<file path="config.mk">
export PLATFORM = sky130hd
export DESIGN_NAME = mem_arbiter
export DESIGN_NICKNAME = d
export VERILOG_FILES = /design/src/rtl/mem_arb_pkg.sv /design/src/rtl/mem_arb_rsp_slot.sv /design/src/rtl/mem_arbiter.sv
export SDC_FILE = /design/constraint.sdc
export NUM_CORES = 1
export LEC_CHECK = 0
export ABC_AREA = 1
export CORE_ASPECT_RATIO = 0.9
export CORE_MARGIN = 2
export CORE_UTILIZATION = 36
export CTS_BUF_LIST = sky130_fd_sc_hd__clkbuf_16
export DETAILED_ROUTE_END_ITERATION = 10
export GPL_TIMING_DRIVEN = 0
export PLACE_DENSITY = 0.84
export SLEW_MARGIN = 20
export SYNTH_ARGS = -nofsm -noshare
export SYNTH_HDL_FRONTEND = slang
export SYNTH_HIERARCHICAL = 1
export SYNTH_SLANG_ARGS = --single-unit
export TNS_END_PERCENT = 100
</file>
<file path="constraint.sdc">
create_clock -name clk -period 3.17 [get_ports clk]
set_input_delay 0.951 -clock clk [delete_from_list [all_inputs] [get_ports clk]]
set_output_delay 0.951 -clock clk [all_outputs]
set_load 0.02 [all_outputs]
</file>
<file path="src/rtl/mem_arb_pkg.sv">
// Shared types and constants for the two-port memory arbiter.
// Build option: define MEM_ARB_ROUND_ROBIN_EN for round-robin conflict
// resolution. By default the data port has fixed priority.
package mem_arb_pkg;

  // Identifies which requester owns the memory in a given cycle.
  typedef enum logic {
    REQ_I = 1'b0,
    REQ_D = 1'b1
  } req_e;

  // Records the most recent winner; used as the round-robin pointer.
  typedef enum logic {
    LAST_I = 1'b0,
    LAST_D = 1'b1
  } last_t;

  // Value returned on the data response channel to acknowledge a store.
  localparam int STORE_RSP_DATA = 0;

endpackage

</file>
<file path="src/rtl/mem_arb_rsp_slot.sv">
// One-entry response register: captures read data on a granted access,
// holds valid/data until the consumer accepts, and allows drain and
// refill in the same cycle.
module mem_arb_rsp_slot #(
  parameter int DWIDTH = 32
) (
  input  logic              clk,
  input  logic              rst,
  input  logic              load,
  input  logic [DWIDTH-1:0] load_data,
  input  logic              rsp_ready,
  output logic              rsp_valid,
  output logic [DWIDTH-1:0] rsp_data,
  output logic              free
);

  // The slot can accept a new access when empty or emptying this cycle.
  assign free = !rsp_valid || rsp_ready;

  // Hold the response until accepted; a new load overrides the drain.
  always_ff @(posedge clk) begin
    if (rst) begin
      rsp_valid <= 1'b0;
      rsp_data  <= '0;
    end else if (load) begin
      rsp_valid <= 1'b1;
      rsp_data  <= load_data;
    end else if (rsp_ready) begin
      rsp_valid <= 1'b0;
    end
  end

endmodule

</file>
<file path="src/rtl/mem_arbiter.sv">
// Two-port (fetch / load-store) arbiter in front of a single-ported
// memory with combinational read data. One access per cycle.
// Build option: MEM_ARB_ROUND_ROBIN_EN selects round-robin on conflict;
// otherwise the data port always wins a conflict.
//
// Handshake: a transfer happens on a rising edge where valid and ready
// are both high. Requesters hold valid and payload until ready; ready
// here depends combinationally on valid. Response valid/data stay
// stable until the consumer's ready is sampled high.
module mem_arbiter
  import mem_arb_pkg::*;
#(
  parameter int AWIDTH = 32,
  parameter int DWIDTH = 32,
  parameter int CNTW   = 16
) (
  input  logic              clk,
  input  logic              rst,
  input  logic              i_req_valid_i,
  output logic              i_req_ready_o,
  input  logic [AWIDTH-1:0] i_addr_i,
  output logic              i_rsp_valid_o,
  input  logic              i_rsp_ready_i,
  output logic [DWIDTH-1:0] i_rsp_data_o,
  input  logic              d_req_valid_i,
  output logic              d_req_ready_o,
  input  logic [AWIDTH-1:0] d_addr_i,
  input  logic [DWIDTH-1:0] d_wdata_i,
  input  logic              d_we_i,
  output logic              d_rsp_valid_o,
  input  logic              d_rsp_ready_i,
  output logic [DWIDTH-1:0] d_rsp_data_o,
  output logic [AWIDTH-1:0] mem_addr_o,
  output logic [DWIDTH-1:0] mem_data_o,
  output logic              mem_read_en_o,
  output logic              mem_write_en_o,
  input  logic [DWIDTH-1:0] mem_data_i,
  output logic [CNTW-1:0]   conflict_cnt_o,
  output last_t             last_winner_o
);

  logic  i_free, d_free;
  logic  i_elig, d_elig, conflict;
  logic  i_gnt, d_gnt;
  req_e  winner;
  last_t last_q;
  logic [DWIDTH-1:0] d_load_data;

  // Eligibility, winner selection and the memory-side command.
  always_comb begin
    i_elig   = !rst && i_req_valid_i && i_free;
    d_elig   = !rst && d_req_valid_i && d_free;
    conflict = i_elig && d_elig;
`ifdef MEM_ARB_ROUND_ROBIN_EN
    winner = (last_q == LAST_D) ? REQ_I : REQ_D;
`else
    winner = REQ_D;
`endif
    if (!conflict) begin
      winner = i_elig ? REQ_I : REQ_D;
    end
    i_gnt          = i_elig && (winner == REQ_I);
    d_gnt          = d_elig && (winner == REQ_D);
    mem_addr_o     = '0;
    mem_data_o     = '0;
    mem_read_en_o  = 1'b0;
    mem_write_en_o = 1'b0;
    if (i_gnt) begin
      mem_addr_o    = i_addr_i;
      mem_read_en_o = 1'b1;
    end else if (d_gnt) begin
      mem_addr_o     = d_addr_i;
      mem_data_o     = d_wdata_i;
      mem_read_en_o  = !d_we_i;
      mem_write_en_o = d_we_i;
    end
  end

  assign i_req_ready_o  = i_gnt;
  assign d_req_ready_o  = d_gnt;
  assign d_load_data    = d_we_i ? DWIDTH'(STORE_RSP_DATA) : mem_data_i;
  assign last_winner_o  = last_q;

  // Last-winner state: only moves on a granted cycle.
  always_ff @(posedge clk) begin
    if (rst) begin
      last_q <= LAST_D;
    end else if (i_gnt) begin
      last_q <= LAST_I;
    end else if (d_gnt) begin
      last_q <= LAST_D;
    end
  end

  // Saturating count of cycles in which both ports were eligible.
  always_ff @(posedge clk) begin
    if (rst) begin
      conflict_cnt_o <= '0;
    end else if (conflict && (conflict_cnt_o != {CNTW{1'b1}})) begin
      conflict_cnt_o <= conflict_cnt_o + 1'b1;
    end
  end

  mem_arb_rsp_slot #(.DWIDTH(DWIDTH)) u_i_slot (
    .clk       (clk),
    .rst       (rst),
    .load      (i_gnt),
    .load_data (mem_data_i),
    .rsp_ready (i_rsp_ready_i),
    .rsp_valid (i_rsp_valid_o),
    .rsp_data  (i_rsp_data_o),
    .free      (i_free)
  );

  mem_arb_rsp_slot #(.DWIDTH(DWIDTH)) u_d_slot (
    .clk       (clk),
    .rst       (rst),
    .load      (d_gnt),
    .load_data (d_load_data),
    .rsp_ready (d_rsp_ready_i),
    .rsp_valid (d_rsp_valid_o),
    .rsp_data  (d_rsp_data_o),
    .free      (d_free)
  );

endmodule

</file>
==> results of run 1 <==
## report_power, final
| part | internal, mW | leakage, nW | switching [mW] |
|---|---|---|---|
| clock | 0.631 | 0.152 | 0.480 |
| combinational | 0.405 | 2.71 | 0.386 |
| sequential | 1.10 | 0.680 | 0.0291 |
## through the flow
| step | TNS, ns | hold slack (ns) | power (mW) |
|---|---|---|---|
| 6_report | 0 | 0.4967 | 3.032 |
| 3_3_place_gp | -73.31 | 0.4764 | 1.915 |
| 4_1_cts | 0 | 0.4995 | 3.051 |
| 2_1_floorplan | 0 | 0.5527 | 1.477 |
| 5_1_grt | 0 | 0.5247 | 3.155 |
| 3_5_place_dp | -76.46 | 0.4805 | 1.921 |
## synth_stat cells
master and instances:
nor3_1 1, nand2_1 47, nor2_2 5, buf_6 7, nand3_1 16, inv_1 80
a22o_1 32, nor2_4 4, clkbuf_1 10, o21ai_0 66, dfxtp_1 83, nand3_2 1
inv_2 6, nand2_2 2, nor2_1 232, a21oi_1 15, clkbuf_4 6, ha_1 1
nand4_4 1, nand3_4 1, o21ai_1 1, clkbuf_2 6, buf_2 4
## worst register-to-register path, stage by stage (launching register included)
cell,delay [ns]
dfxtp_1,0.35
nand2_2,0.07
nand2_2,0.10
nor2_4,0.06
buf_6,0.12
nor2_4,0.12
buf_12,0.16
buf_16,0.14
buf_4,0.15
inv_2,0.08
buf_6,0.15
nor2_1,0.13
nor2_1,0.06
## layer usage
| layer | global-route usage | vias to the layer above | wire [µm] |
|---|---|---|---|
| met4 | 0.08176 | 0 | 337 |
| met1 | 0.3352 | 2319 | 7235 |
| met5 | 0 | - | 0 |
| li1 | - | 2584 | - |
| met3 | 0.09067 | 31 | 1674 |
| met2 | 0.4520 | 232 | 7998 |
## state kept, by name, summed over array words and instances (netlist names)
name                count
u_d_slot/rsp_data      32
u_d_slot/rsp_valid      1
conflict_cnt_o         16
last_winner_o           1
u_i_slot/rsp_data      32
u_i_slot/rsp_valid      1
## path summary, 6_finish.rpt
check / startpoint / endpoint / slack, ns / cells after the start
worst max-delay path: d_rsp_ready_i / mem_addr_o[7] / 0.07 / 11
worst min-delay path: u_d_slot/rsp_data[8] / u_d_slot/rsp_data[8] / 0.50 / 2
worst min register to register: u_d_slot/rsp_data[8] / u_d_slot/rsp_data[8] / 0.50 / 2
worst max register to register: u_d_slot/rsp_valid / u_i_slot/rsp_data[19] / 1.38 / 12
## cells by family after synthesis
group / Yosys count / share of synthesized area
simple gates: 310 / 0.3046
compound gates: 114 / 0.1657
flops: 83 / 0.3986
buf+inv: 119 / 0.1282
fa+ha+maj: 1 / 0.003001
## what timing repair did
item	CTS	global route
endpoints found under the hold margin	0	0
setup buffers	16	0
gates resized for setup	319	5
pin swaps	9	4
endpoints found under the setup margin	68	9
cloned	2	0
## layout make-up
class	count	area [µm²]
well taps	156	195.2
flip-flops and latches	83	1662
multi-input cells	425	1991
inverters	86	322.8
plain buffers	33	310.3
fillers	955	3701
clock buffers	9	225.2
repair buffers	300	2844
clock inverters	7	91.34
==> results.py, run 1 <==
metrics = {
    "status": {
        "status": "completed",
    },
    "clocking": {
        "cts_buffers": 9,
        "path_clk_slew_ns": 0.07,
        "cts_tree": "yes",
        "insertion_delay_ns": 0.34,
        "cts_max_path_buffers": 2,
        "cts.sinks": 83,
        "cts-root-buf": "clkbuf_16",
        "ctsHoldBuffers": 0,
        "htreeDepth": 3,
    },
    "routing": {
        "first_iter_violations": 349,
        "postRouteAntennaNets": 0,
        "wire_per_inst_um": 15.69,
        "dr_total_vias": 5166,
        "drcViolationCount": 0,
        "routed_wl_um": 17250,
        "drtPass1Iterations": 5,
        "routed_via_density": 4.701,
    },
    "yosys": {
        "synth_area_mm2": 0.004169,
        "synth_nets": 763,
        "yosys_warnings": 6,
        "postSynthAreaPerCell_um2": 6.649,
        "netlist_top_cells_area": "dfxtp_1, nor2_1, o21ai_0, inv_1, a22o_1",
        "yosys.area.top_type_share": 0.3986,
        "synth-seq-cells": 83,
        "ys_types": 23,
        "syn_inst": 627,
        "yosysTopAreaCell": "dfxtp_1",
        "ys_seq_area_frac": 0.3986,
    },
    "setup_path": {
        "cp_data_arrival_time_ns": 2.15,
        "crit_family": "buffers and inverters",
        "worstPathBufferInverterCount": 6,
        "worst-path-max-fanout": 6,
        "end_kind": "output port",
        "worst_path_largest_cell_delay_ns": 0.22,
        "crit_required_ns": 2.22,
        "crit_chain": "buf_2 -> inv_2 -> nand2_2 -> nand2_2 -> nor2_4 -> buf_6 -> nor2_4 -> buf_12 -> buf_6 -> a22o_1 -> buf_6",
        "startpoint_type": "primary input",
        "crit_type": "in -> out",
        "critPathSlowestCell": "a22o_1",
        "path_common_cell": "buf_6",
    },
    "job": {
        "cap_violations": 0,
    },
    "power": {
        "pwr_density_cell_mw_per_mm2": 396.7,
        "p_leak_nw": 3.539,
        "vdd_drop_max_mv": 0.3278,
    },
    "layout": {
        "diodes": 0,
        "mostFrequentLayoutCells": "nor2_1, clkdlybuf4s50_1, dfxtp_1, inv_1, o21ai_0",
        "fin_area_mm2": 0.007641,
        "area_growth_pct": 83.28,
        "final_nets": 1074,
        "finalCoreUtilization": 0.6737,
        "layout_commonest_cell": "nor2_1",
        "drive_above_1_share": 0.1633,
        "instances_no_fill": 1099,
    },
    "global_routing": {
        "grt_pass1_vias": 4874,
        "grt_overflow_total": 0,
        "grt_max_degree": 18,
        "grt_first_pass_wirelength_um": 26610,
        "track_usage": 0.2717,
        "grt_antenna_before_repair": 0,
    },
    "floorplanning": {
        "core_area_mm2": 0.01134,
        "io_pins": 286,
        "die_w_um": 117.4,
        "die_area_mm2": 0.01246,
        "initial_core_util": 0.3676,
        "die_h_um": 106.1,
        "rows": 37,
    },
    "placement": {
        "preCtsSetupSlack_ns": -1.476,
        "hpwlAfterDp_um": 13010,
        "gp_congestion": 0.8943,
        "dp.cells": 1067,
        "placed_cell_area_mm2": 0.007208,
        "numPortBuffers": 284,
    },
    "timing": {
        "max_freq_mhz": 322.9,
        "slew_viol_final": 0,
        "hold_viol_final": 0,
        "setup_viol": 0,
        "max_slew.worst_pin.slew_ns": 0.5406,
        "rsz0062_at_grt": "false",
        "post-route-min-period_ns": 3.097,
        "fin_ws_ns": 0.07350,
        "fin_crit_sh": 0.9768,
        "relSlewSlack": 0.6396,
        "fin_skew_ns": 0.007274,
    },
    "worst_hold_path": {
        "hold_class": "reg -> reg",
    },
}
Note: power is estimated with default switching activity, not from simulation.
==> run 2, diff against run 1 <==
ABC_CLOCK_PERIOD_IN_PS = 3170   (was not set)
==> results of run 2 <==
Same layout as run 1: the final DEF is identical, and so are final timing and power.
